`src/rtl/fraction_reducer_pkg.sv`:
```
// -----------------------------------------------------------------------------
// fraction_reducer_pkg
// Shared definitions for the fraction reducer slice:
//   FR_W            default operand / GCD / result width
//   ST_*_BIT        bit positions of the one-hot controller states
//   state_t         one-hot (7-bit) controller state encoding
// -----------------------------------------------------------------------------
package fraction_reducer_pkg;

   localparam int unsigned FR_W = 7;

   localparam int unsigned ST_IDLE_BIT      = 0;
   localparam int unsigned ST_LAUNCH_BIT    = 1;
   localparam int unsigned ST_WAIT_BUSY_BIT = 2;
   localparam int unsigned ST_WAIT_DONE_BIT = 3;
   localparam int unsigned ST_DIV_A_BIT     = 4;
   localparam int unsigned ST_DIV_B_BIT     = 5;
   localparam int unsigned ST_OUT_BIT       = 6;

   typedef enum logic [6:0] {
      ST_IDLE      = 7'b000_0001,
      ST_LAUNCH    = 7'b000_0010,
      ST_WAIT_BUSY = 7'b000_0100,
      ST_WAIT_DONE = 7'b000_1000,
      ST_DIV_A     = 7'b001_0000,
      ST_DIV_B     = 7'b010_0000,
      ST_OUT       = 7'b100_0000
   } state_t;

endpackage

```
`src/rtl/fraction_reducer_if.sv`:
```
// -----------------------------------------------------------------------------
// fraction_reducer_if
// Bundles the operand input port, the GCD engine link and the result port.
//   in_valid/in_ready/a_in/b_in                 operand pair handshake
//   gcd_start/gcd_a/gcd_b/gcd_ready/gcd_r       GCD engine launch and result
//   out_valid/out_ready/num_out/den_out/gcd_out/err   reduced result handshake
// Modports:
//   master  the fraction reducer itself
//   slave   the surrounding system (operand source, GCD engine, consumer)
// -----------------------------------------------------------------------------
interface fraction_reducer_if
   import fraction_reducer_pkg::*;
#(
   parameter int unsigned W = FR_W
);

   logic         in_valid;
   logic         in_ready;
   logic [W-1:0] a_in;
   logic [W-1:0] b_in;

   logic         gcd_start;
   logic [W-1:0] gcd_a;
   logic [W-1:0] gcd_b;
   logic         gcd_ready;
   logic [W-1:0] gcd_r;

   logic         out_valid;
   logic         out_ready;
   logic [W-1:0] num_out;
   logic [W-1:0] den_out;
   logic [W-1:0] gcd_out;
   logic         err;

   modport master (
      input  in_valid, a_in, b_in, gcd_ready, gcd_r, out_ready,
      output in_ready, gcd_start, gcd_a, gcd_b,
             out_valid, num_out, den_out, gcd_out, err
   );

   modport slave (
      output in_valid, a_in, b_in, gcd_ready, gcd_r, out_ready,
      input  in_ready, gcd_start, gcd_a, gcd_b,
             out_valid, num_out, den_out, gcd_out, err
   );

endinterface

```
`src/rtl/fraction_reducer_serial_divider.sv`:
```
// -----------------------------------------------------------------------------
// fraction_reducer_serial_divider
// Unsigned restoring divider producing one quotient bit per clock.
// The first quotient bit is formed on the same edge that samples start, so
// with start high in cycle 0 the result is complete and done pulses in cycle W.
//   clk        rising-edge clock
//   reset      asynchronous active-low reset
//   start      load dividend/divisor and begin (overrides a running division)
//   dividend   W-bit dividend, sampled with start
//   divisor    W-bit divisor, sampled with start; never zero
//   done       one-cycle pulse, quotient/remainder valid in that cycle
//   quotient   W-bit quotient
//   remainder  W-bit remainder
// -----------------------------------------------------------------------------
module fraction_reducer_serial_divider
   import fraction_reducer_pkg::*;
#(
   parameter int unsigned W = FR_W
) (
   input  logic         clk,
   input  logic         reset,
   input  logic         start,
   input  logic [W-1:0] dividend,
   input  logic [W-1:0] divisor,
   output logic         done,
   output logic [W-1:0] quotient,
   output logic [W-1:0] remainder
);

   localparam int unsigned   CW       = $clog2(W + 1);
   localparam logic [CW-1:0] CNT_INIT = CW'(W - 1);
   localparam logic [CW-1:0] CNT_ONE  = CW'(1);
   localparam logic [CW-1:0] CNT_ZERO = {CW{1'b0}};

   logic [W-1:0]  rem_r;
   logic [W-1:0]  quo_r;
   logic [W-1:0]  dsr_r;
   logic [CW-1:0] cnt_r;
   logic          done_r;

   logic [W-1:0]  src_rem_s;
   logic [W-1:0]  src_quo_s;
   logic [W-1:0]  src_dsr_s;
   logic [W-1:0]  step_rem_s;
   logic [W-1:0]  step_quo_s;

   // One restoring step: shift the next dividend bit into the partial
   // remainder, subtract the divisor when it fits and shift in the quotient
   // bit. quo holds the not-yet-consumed dividend bits in its upper part.
   function automatic logic [2*W-1:0] restore_step(
      input logic [W-1:0] rem,
      input logic [W-1:0] quo,
      input logic [W-1:0] dsr
   );
      logic [W:0]   shifted;
      logic [W-1:0] rem_n;
      logic         q_bit;
      shifted = {rem, quo[W-1]};
      if (shifted >= {1'b0, dsr}) begin
         // The true difference is below dsr, so the low W bits are exact.
         rem_n = shifted[W-1:0] - dsr;
         q_bit = 1'b1;
      end else begin
         rem_n = shifted[W-1:0];
         q_bit = 1'b0;
      end
      return {rem_n, quo[W-2:0], q_bit};
   endfunction

   // Select the step source: fresh operands on start, running state otherwise.
   always_comb begin
      src_rem_s = rem_r;
      src_quo_s = quo_r;
      src_dsr_s = dsr_r;
      if (start) begin
         src_rem_s = {W{1'b0}};
         src_quo_s = dividend;
         src_dsr_s = divisor;
      end else begin
         src_rem_s = rem_r;
         src_quo_s = quo_r;
         src_dsr_s = dsr_r;
      end
      {step_rem_s, step_quo_s} = restore_step(src_rem_s, src_quo_s, src_dsr_s);
   end

   // Iteration registers, remaining-step counter and the done pulse.
   always_ff @(posedge clk or negedge reset) begin
      if (!reset) begin
         rem_r  <= {W{1'b0}};
         quo_r  <= {W{1'b0}};
         dsr_r  <= {W{1'b0}};
         cnt_r  <= CNT_ZERO;
         done_r <= 1'b0;
      end else if (start) begin
         rem_r  <= step_rem_s;
         quo_r  <= step_quo_s;
         dsr_r  <= divisor;
         cnt_r  <= CNT_INIT;
         done_r <= (CNT_INIT == CNT_ZERO);
      end else if (cnt_r != CNT_ZERO) begin
         rem_r  <= step_rem_s;
         quo_r  <= step_quo_s;
         cnt_r  <= cnt_r - CNT_ONE;
         done_r <= (cnt_r == CNT_ONE);
      end else begin
         done_r <= 1'b0;
      end
   end

   assign done      = done_r;
   assign quotient  = quo_r;
   assign remainder = rem_r;

endmodule

```
`src/rtl/fraction_reducer.sv`:
```
// -----------------------------------------------------------------------------
// fraction_reducer
// Reduces a/b to lowest terms: launches the external GCD engine, captures its
// result, then divides a and b by it with a shared serial divider.
//   clk     rising-edge clock
//   reset   asynchronous active-low reset (deassertion synchronised inside)
//   bus     fraction_reducer_if.master:
//             in_valid/in_ready/a_in/b_in        operand pair input
//             gcd_start/gcd_a/gcd_b              engine launch, operands held
//             gcd_ready/gcd_r                    engine idle / result
//             out_valid/out_ready                result handshake
//             num_out/den_out/gcd_out/err        reduced fraction, GCD, error
// A 0/0 pair skips the engine and reports err with all-zero data. err is also
// raised if either division leaves a remainder.
// -----------------------------------------------------------------------------
module fraction_reducer
   import fraction_reducer_pkg::*;
#(
   parameter int unsigned W = FR_W
) (
   input  logic              clk,
   input  logic              reset,
   fraction_reducer_if.master bus
);

   logic         rst_sync_r;

   state_t       state_r;
   state_t       state_s;

   logic [W-1:0] a_r;
   logic [W-1:0] b_r;
   logic [W-1:0] gcd_val_r;
   logic [W-1:0] num_r;
   logic [W-1:0] den_r;
   logic         err_r;
   logic         div_kick_r;

   logic         both_zero_s;
   logic         div_start_s;
   logic [W-1:0] div_dividend_s;
   logic         div_done_s;
   logic [W-1:0] div_quo_s;
   logic [W-1:0] div_rem_s;

   // Reset synchroniser: assertion is immediate, release lands on the first
   // clock edge so a pair can be accepted on the second edge.
   always_ff @(posedge clk or negedge reset) begin
      if (!reset) begin
         rst_sync_r <= 1'b0;
      end else begin
         rst_sync_r <= 1'b1;
      end
   end

   // Divider control: the first division is kicked one cycle after the GCD
   // capture; the second starts in the very cycle the first one completes.
   always_comb begin
      both_zero_s    = (bus.a_in == {W{1'b0}}) && (bus.b_in == {W{1'b0}});
      div_start_s    = div_kick_r;
      div_dividend_s = a_r;
      if (state_r[ST_DIV_A_BIT] && div_done_s) begin
         div_start_s    = 1'b1;
         div_dividend_s = b_r;
      end else begin
         div_start_s    = div_kick_r;
         div_dividend_s = a_r;
      end
   end

   // Controller next-state logic.
   always_comb begin
      state_s = state_r;
      case (state_r)
         ST_IDLE: begin
            if (bus.in_valid) begin
               if (both_zero_s) begin
                  state_s = ST_OUT;
               end else begin
                  state_s = ST_LAUNCH;
               end
            end else begin
               state_s = ST_IDLE;
            end
         end
         ST_LAUNCH: begin
            // A busy engine cannot take the launch; keep gcd_start asserted.
            if (bus.gcd_ready) begin
               state_s = ST_WAIT_BUSY;
            end else begin
               state_s = ST_LAUNCH;
            end
         end
         ST_WAIT_BUSY: begin
            if (!bus.gcd_ready) begin
               state_s = ST_WAIT_DONE;
            end else begin
               state_s = ST_WAIT_BUSY;
            end
         end
         ST_WAIT_DONE: begin
            if (bus.gcd_ready) begin
               state_s = ST_DIV_A;
            end else begin
               state_s = ST_WAIT_DONE;
            end
         end
         ST_DIV_A: begin
            if (div_done_s) begin
               state_s = ST_DIV_B;
            end else begin
               state_s = ST_DIV_A;
            end
         end
         ST_DIV_B: begin
            if (div_done_s) begin
               state_s = ST_OUT;
            end else begin
               state_s = ST_DIV_B;
            end
         end
         ST_OUT: begin
            if (bus.out_ready) begin
               state_s = ST_IDLE;
            end else begin
               state_s = ST_OUT;
            end
         end
         default: begin
            state_s = ST_IDLE;
         end
      endcase
   end

   // Controller state register.
   always_ff @(posedge clk or negedge rst_sync_r) begin
      if (!rst_sync_r) begin
         state_r <= ST_IDLE;
      end else begin
         state_r <= state_s;
      end
   end

   // One-cycle kick for the first division, issued as the GCD is captured.
   always_ff @(posedge clk or negedge rst_sync_r) begin
      if (!rst_sync_r) begin
         div_kick_r <= 1'b0;
      end else begin
         div_kick_r <= state_r[ST_WAIT_DONE_BIT] && bus.gcd_ready;
      end
   end

   // Operand, GCD and result registers.
   always_ff @(posedge clk or negedge rst_sync_r) begin
      if (!rst_sync_r) begin
         a_r       <= {W{1'b0}};
         b_r       <= {W{1'b0}};
         gcd_val_r <= {W{1'b0}};
         num_r     <= {W{1'b0}};
         den_r     <= {W{1'b0}};
         err_r     <= 1'b0;
      end else begin
         case (state_r)
            ST_IDLE: begin
               if (bus.in_valid) begin
                  a_r       <= bus.a_in;
                  b_r       <= bus.b_in;
                  gcd_val_r <= {W{1'b0}};
                  num_r     <= {W{1'b0}};
                  den_r     <= {W{1'b0}};
                  err_r     <= both_zero_s;
               end else begin
                  err_r     <= err_r;
               end
            end
            ST_WAIT_DONE: begin
               if (bus.gcd_ready) begin
                  gcd_val_r <= bus.gcd_r;
               end else begin
                  gcd_val_r <= gcd_val_r;
               end
            end
            ST_DIV_A: begin
               if (div_done_s) begin
                  num_r <= div_quo_s;
                  err_r <= err_r | (div_rem_s != {W{1'b0}});
               end else begin
                  num_r <= num_r;
               end
            end
            ST_DIV_B: begin
               if (div_done_s) begin
                  den_r <= div_quo_s;
                  err_r <= err_r | (div_rem_s != {W{1'b0}});
               end else begin
                  den_r <= den_r;
               end
            end
            default: begin
               err_r <= err_r;
            end
         endcase
      end
   end

   fraction_reducer_serial_divider #(
      .W (W)
   ) u_divider (
      .clk       (clk),
      .reset     (rst_sync_r),
      .start     (div_start_s),
      .dividend  (div_dividend_s),
      .divisor   (gcd_val_r),
      .done      (div_done_s),
      .quotient  (div_quo_s),
      .remainder (div_rem_s)
   );

   // Handshake flags come straight from one-hot state flops.
   assign bus.in_ready  = state_r[ST_IDLE_BIT];
   assign bus.gcd_start = state_r[ST_LAUNCH_BIT];
   assign bus.out_valid = state_r[ST_OUT_BIT];
   assign bus.gcd_a     = a_r;
   assign bus.gcd_b     = b_r;
   assign bus.num_out   = num_r;
   assign bus.den_out   = den_r;
   assign bus.gcd_out   = gcd_val_r;
   assign bus.err       = err_r;

endmodule

```
`src/flat_wrapper.sv`:
```
// flat-port wrapper written by rule: the top's interface ports become plain ports
module fraction_reducer_flat import fraction_reducer_pkg::*;
#(
   parameter int unsigned W = FR_W
)
  (clk, reset, bus_in_valid, bus_a_in, bus_b_in, bus_gcd_ready, bus_gcd_r, bus_out_ready, bus_in_ready, bus_gcd_start, bus_gcd_a, bus_gcd_b, bus_out_valid, bus_num_out, bus_den_out, bus_gcd_out, bus_err);
  fraction_reducer_if #(.W(W)) bus_i ();
  input  logic clk;
  input  logic reset;
  input wire logic [$bits(bus_i.in_valid)-1:0] bus_in_valid;
  input wire logic [$bits(bus_i.a_in)-1:0] bus_a_in;
  input wire logic [$bits(bus_i.b_in)-1:0] bus_b_in;
  input wire logic [$bits(bus_i.gcd_ready)-1:0] bus_gcd_ready;
  input wire logic [$bits(bus_i.gcd_r)-1:0] bus_gcd_r;
  input wire logic [$bits(bus_i.out_ready)-1:0] bus_out_ready;
  output wire logic [$bits(bus_i.in_ready)-1:0] bus_in_ready;
  output wire logic [$bits(bus_i.gcd_start)-1:0] bus_gcd_start;
  output wire logic [$bits(bus_i.gcd_a)-1:0] bus_gcd_a;
  output wire logic [$bits(bus_i.gcd_b)-1:0] bus_gcd_b;
  output wire logic [$bits(bus_i.out_valid)-1:0] bus_out_valid;
  output wire logic [$bits(bus_i.num_out)-1:0] bus_num_out;
  output wire logic [$bits(bus_i.den_out)-1:0] bus_den_out;
  output wire logic [$bits(bus_i.gcd_out)-1:0] bus_gcd_out;
  output wire logic [$bits(bus_i.err)-1:0] bus_err;
  assign bus_i.in_valid = bus_in_valid;
  assign bus_i.a_in = bus_a_in;
  assign bus_i.b_in = bus_b_in;
  assign bus_i.gcd_ready = bus_gcd_ready;
  assign bus_i.gcd_r = bus_gcd_r;
  assign bus_i.out_ready = bus_out_ready;
  assign bus_in_ready = bus_i.in_ready;
  assign bus_gcd_start = bus_i.gcd_start;
  assign bus_gcd_a = bus_i.gcd_a;
  assign bus_gcd_b = bus_i.gcd_b;
  assign bus_out_valid = bus_i.out_valid;
  assign bus_num_out = bus_i.num_out;
  assign bus_den_out = bus_i.den_out;
  assign bus_gcd_out = bus_i.gcd_out;
  assign bus_err = bus_i.err;
  fraction_reducer #(.W(W)) u_core (.clk(clk), .reset(reset), .bus(bus_i));
endmodule
```
`config.mk`:
```
export PLATFORM = sky130hd
export DESIGN_NAME = fraction_reducer_flat
export DESIGN_NICKNAME = d
export VERILOG_FILES = /design/src/rtl/fraction_reducer_pkg.sv /design/src/rtl/fraction_reducer_if.sv /design/src/rtl/fraction_reducer_serial_divider.sv /design/src/rtl/fraction_reducer.sv /design/src/flat_wrapper.sv
export SDC_FILE = /design/constraint.sdc
export NUM_CORES = 1
export LEC_CHECK = 0
export ABC_AREA = 1
export CAP_MARGIN = 20
export CORE_MARGIN = 3
export CORE_UTILIZATION = 50
export CTS_CLUSTER_SIZE = 40
export DETAILED_ROUTE_END_ITERATION = 6
export PLACE_DENSITY = 0.76
export RECOVER_POWER = 50
export SYNTH_ARGS = -nofsm -noshare
export SYNTH_HDL_FRONTEND = slang
export SYNTH_HIERARCHICAL = 1
export SYNTH_SLANG_ARGS = --single-unit
export TNS_END_PERCENT = 10
```
`constraint.sdc`:
```
create_clock -name clk -period 2.4 [get_ports clk]
set_input_delay 0.48 -clock clk [delete_from_list [all_inputs] [get_ports clk]]
set_output_delay 0.48 -clock clk [all_outputs]
set_load 0.005 [all_outputs]
```
==> impl_results.md <==
- Drt pass-1 iters: 7
- Clk sink count: 70
- Failing checks: DRC
- Avg WL per Cell: about 15 µm
- ANT nets after route: 0
- VDD IR-drop max: 0.706 mV
- Mean Syn Cell Area: ~8.7 µm²
- Buffers plus inverters on the worst setup path: 2
- Slowest cell on crit path: dfrtp_2
- Initial Utilization: between 50% and 60%
- Min cycle time layout: approximately 2300 ps
- # IOs: 65
- Pins Over Slew Limit: 0
- WP data arrival: approximately 2600 ps
- Non-filler cells, final: 639
- Yosys reg bits: 70
- Post-synth EDFFs: 0
- Routed wire length: roughly 9500 µm
- Detailed placement HPWL: 6930 µm
- Final nets: 571
- Worst skew pair latency: 340 ps
- Total gr overflow: 0
- Syn_nets: ~490
- Startpoint types: register
- Pin count of the biggest net entering global routing: between 40 and 50
- Outcome: complete, but fails checks
- Setup CP Type: register to register
- Worst min path class: primary input to async pin
- First-pass GRT wire length: roughly 16,000 µm
- Worst-case hold slack: about 350 ps
- Largest delay share family, worst path: simple AND/OR/NAND/NOR gates
- Sequential fraction of the synthesis area: between 40 and 50%
- Final instance area: 5150 µm²
- Cell count after synthesis: approximately 450
- FILL cells: around 580
- Worst R2R Setup Slack: between 70 and 80 ps
- Die width: roughly 94 µm
- Vias in the first global route: between 3,000 and 4,000
- Clk slew on worst S/H paths: about 80 ps
- Slowest cell delay on critical path: 430 ps
- ANT cells: 0
- DRC errors left: 2
- Sum of negative setup slack: 0 ps
- Leakage: ~0.0025 µW
- Share of post-route cells with drive strength above 1: between 20% and 30%
- Critical Path RT: 2630 ps
- Final period util: roughly 97%
- Max Cap Violations: 0
- Setup violators final: 0
- Warnings from Yosys: 6
- Most frequent cells in the layout: 129 x nand2_1, 68 x dfrtp_1, 62 x clkdlybuf4s50_1
- Slew margin rel.: 21.2%
- Cell Pwr Density: 1230 nW/µm²
- Die Y: between 90 and 100 µm
- End of the worst register-to-register path: u_core/u_divider/remainder[6]
- Clk_skew: between 10 and 15 ps
- RR Startpoint: u_core/u_divider/done
- Port bufs: 64
- Fin. Hold Viols: 0
- Worst slew pin tran: 1180 ps
- Row count: 31
- Inserted Clock Buffers: 9
- Via density: between 5 and 6
- Worst Path Max Fanout: 12
- RSZ-0062 raised after global routing: true
- Maximum buffer depth of the clock tree: 2
- Critical-path cell list: nand2_4 > nand2_8 > buf_12 > nand2_1 > nand2_2 > ha_2 > fa_2 > inv_1 > nand4_1 > nand2_2 > nand2_4 > nand3_4 > nand3_1 > nand2_1 > nand2_1
- Initial antenna violation count: 0
- Layout area overhead: 31.7%
- Placed cells: 614
- CTS H-Tree Depth: 3
- CORE AREA: roughly 7400 µm²
- CTS tree: yes
- Cell Area, Synth: ~4000 µm²
- Clk root buf: clkbuf_8
- Crit path top cell by count: nand2_1
- Die Area: between 8000 and 9000 µm²
- Highest clock rate: ~430 MHz
- Placed inst area: ~4800 µm²
- GPL Wtd Cong: a little under 0.9
- Share of synthesized registers carrying an async set or reset: 100%
- Synth cell types: 41
- R2r worst-path depth: 15
- Iteration-0 DRC Markers: 195
- Crit. End Element: register
- GR Util All Layers: 22.3%
- Most used DFF post-synth: dfrtp_1
- Via Count: ~3,300
- Commonest non-fill, non-tap cell in the layout: nand2_1
[worst reg2reg max path, stage by stage, from the launching register on]
cell and delay, ps:
dfrtp_2 430, nand2_4 110, nand2_8 80, buf_12 160
nand2_1 80, nand2_2 70, ha_2 180, fa_2 350
inv_1 60, nand4_1 120, nand2_2 140, nand2_4 80
nand3_4 130, nand3_1 100, nand2_1 70, nand2_1 50
[worst max path at each step]
stage,from,to,cells after the start
final,u_core/u_divider/done,u_core/u_divider/remainder[6],15
after global routing,u_core/u_divider/done,u_core/u_divider/remainder[3],15
after floorplan,u_core/state_r[4],u_core/u_divider/remainder[6],16
after CTS,u_core/state_r[4],u_core/u_divider/remainder[6],15
after global placement,u_core/state_r[4],u_core/u_divider/remainder[5],16
after detailed placement,u_core/state_r[4],u_core/u_divider/remainder[6],15
[stage by stage]
step	worst slack, ps	total power, µW	util (%)
6_report	74.8	6330	69.5
5_1_grt	-38.6	6840	69.5
4_1_cts	4.58	6080	67.3
3_5_place_dp	-1.26	5010	64.2
3_3_place_gp	63.6	4920	64.2
2_1_floorplan	-113	4120	-
[kinds of logic after synthesis]
group | Yosys count | share of synthesized area [%]
XOR/XNOR | 2 | 0.449
flip-flops | 70 | 44.9
AO/OA/AOI/OAI | 49 | 8.74
other | 1 | 0.0960
AND/OR/NAND/NOR | 238 | 30.1
adder cells (fa/ha/maj) | 10 | 3.40
buffers and inverters | 64 | 7.17
multiplexers | 17 | 5.19
[synth_stat cells, types with 5 or more instances]
cell type	n	area share, %
inv_2	6	0.58
dfrtp_1	69	44
o21ai_2	14	3.1
nand2_1	132	13
mux2_2	14	4.0
nor2_1	29	2.8
inv_1	47	4.5
nand2_2	16	2.6
o21ai_0	24	3.1
or2_2	5	0.80
ha_1	9	2.9
nand3_1	16	2.1
nand4_1	20	3.2
[cell type report]
class | count | area, µm² | area share (%)
Clock buffer | 9 | 124 | 2.41
Clock inverter | 7 | 98.8 | 1.92
Inverter | 54 | 215 | 4.18
Multi-Input combinational cell | 317 | 2000 | 38.9
Sequential cell | 70 | 1750 | 34.1
Tap cell | 99 | 124 | 2.41
Timing Repair Buffer | 83 | 830 | 16.1
[report_power, final]
group	total, µW	leakage, µW	internal, µW	switching (µW)
combinational	3410	0.00152	1490	1910
clock	1070	0.000109	589	479
sequential	1850	0.000890	1560	297
[registers in the layout, summed over array words and instances (netlist names)]
register,flops
u_core/bus.den_out,7
u_core/bus.err,1
u_core/bus.gcd_a,7
u_core/bus.gcd_b,7
u_core/bus.gcd_out,7
u_core/bus.num_out,7
u_core/div_kick_r,1
u_core/rst_sync_r,1
u_core/state_r,7
u_core/u_divider/cnt_r,3
u_core/u_divider/done,1
u_core/u_divider/dsr_r,7
u_core/u_divider/quotient,7
u_core/u_divider/remainder,7
[metal layers]
metal  vias up  track usage (%)  routed length, µm
li1       1625                -                  -
met1      1596             30.7               4160
met4         0             6.14                 77
met3         8             3.35                376
met5         -                0                  0
met2        97             36.9               4870
[timing repair]
| action | CTS | global route |
|---|---|---|
| endpoints found under the setup margin | 3 | 8 |
| gates cloned | 0 | 1 |
| setup buffers | 0 | 8 |
| hold buffers | 0 | 0 |
| pin swaps | 1 | 14 |
| resized for setup | 1 | 20 |
Power figures use the tool's default switching activity.
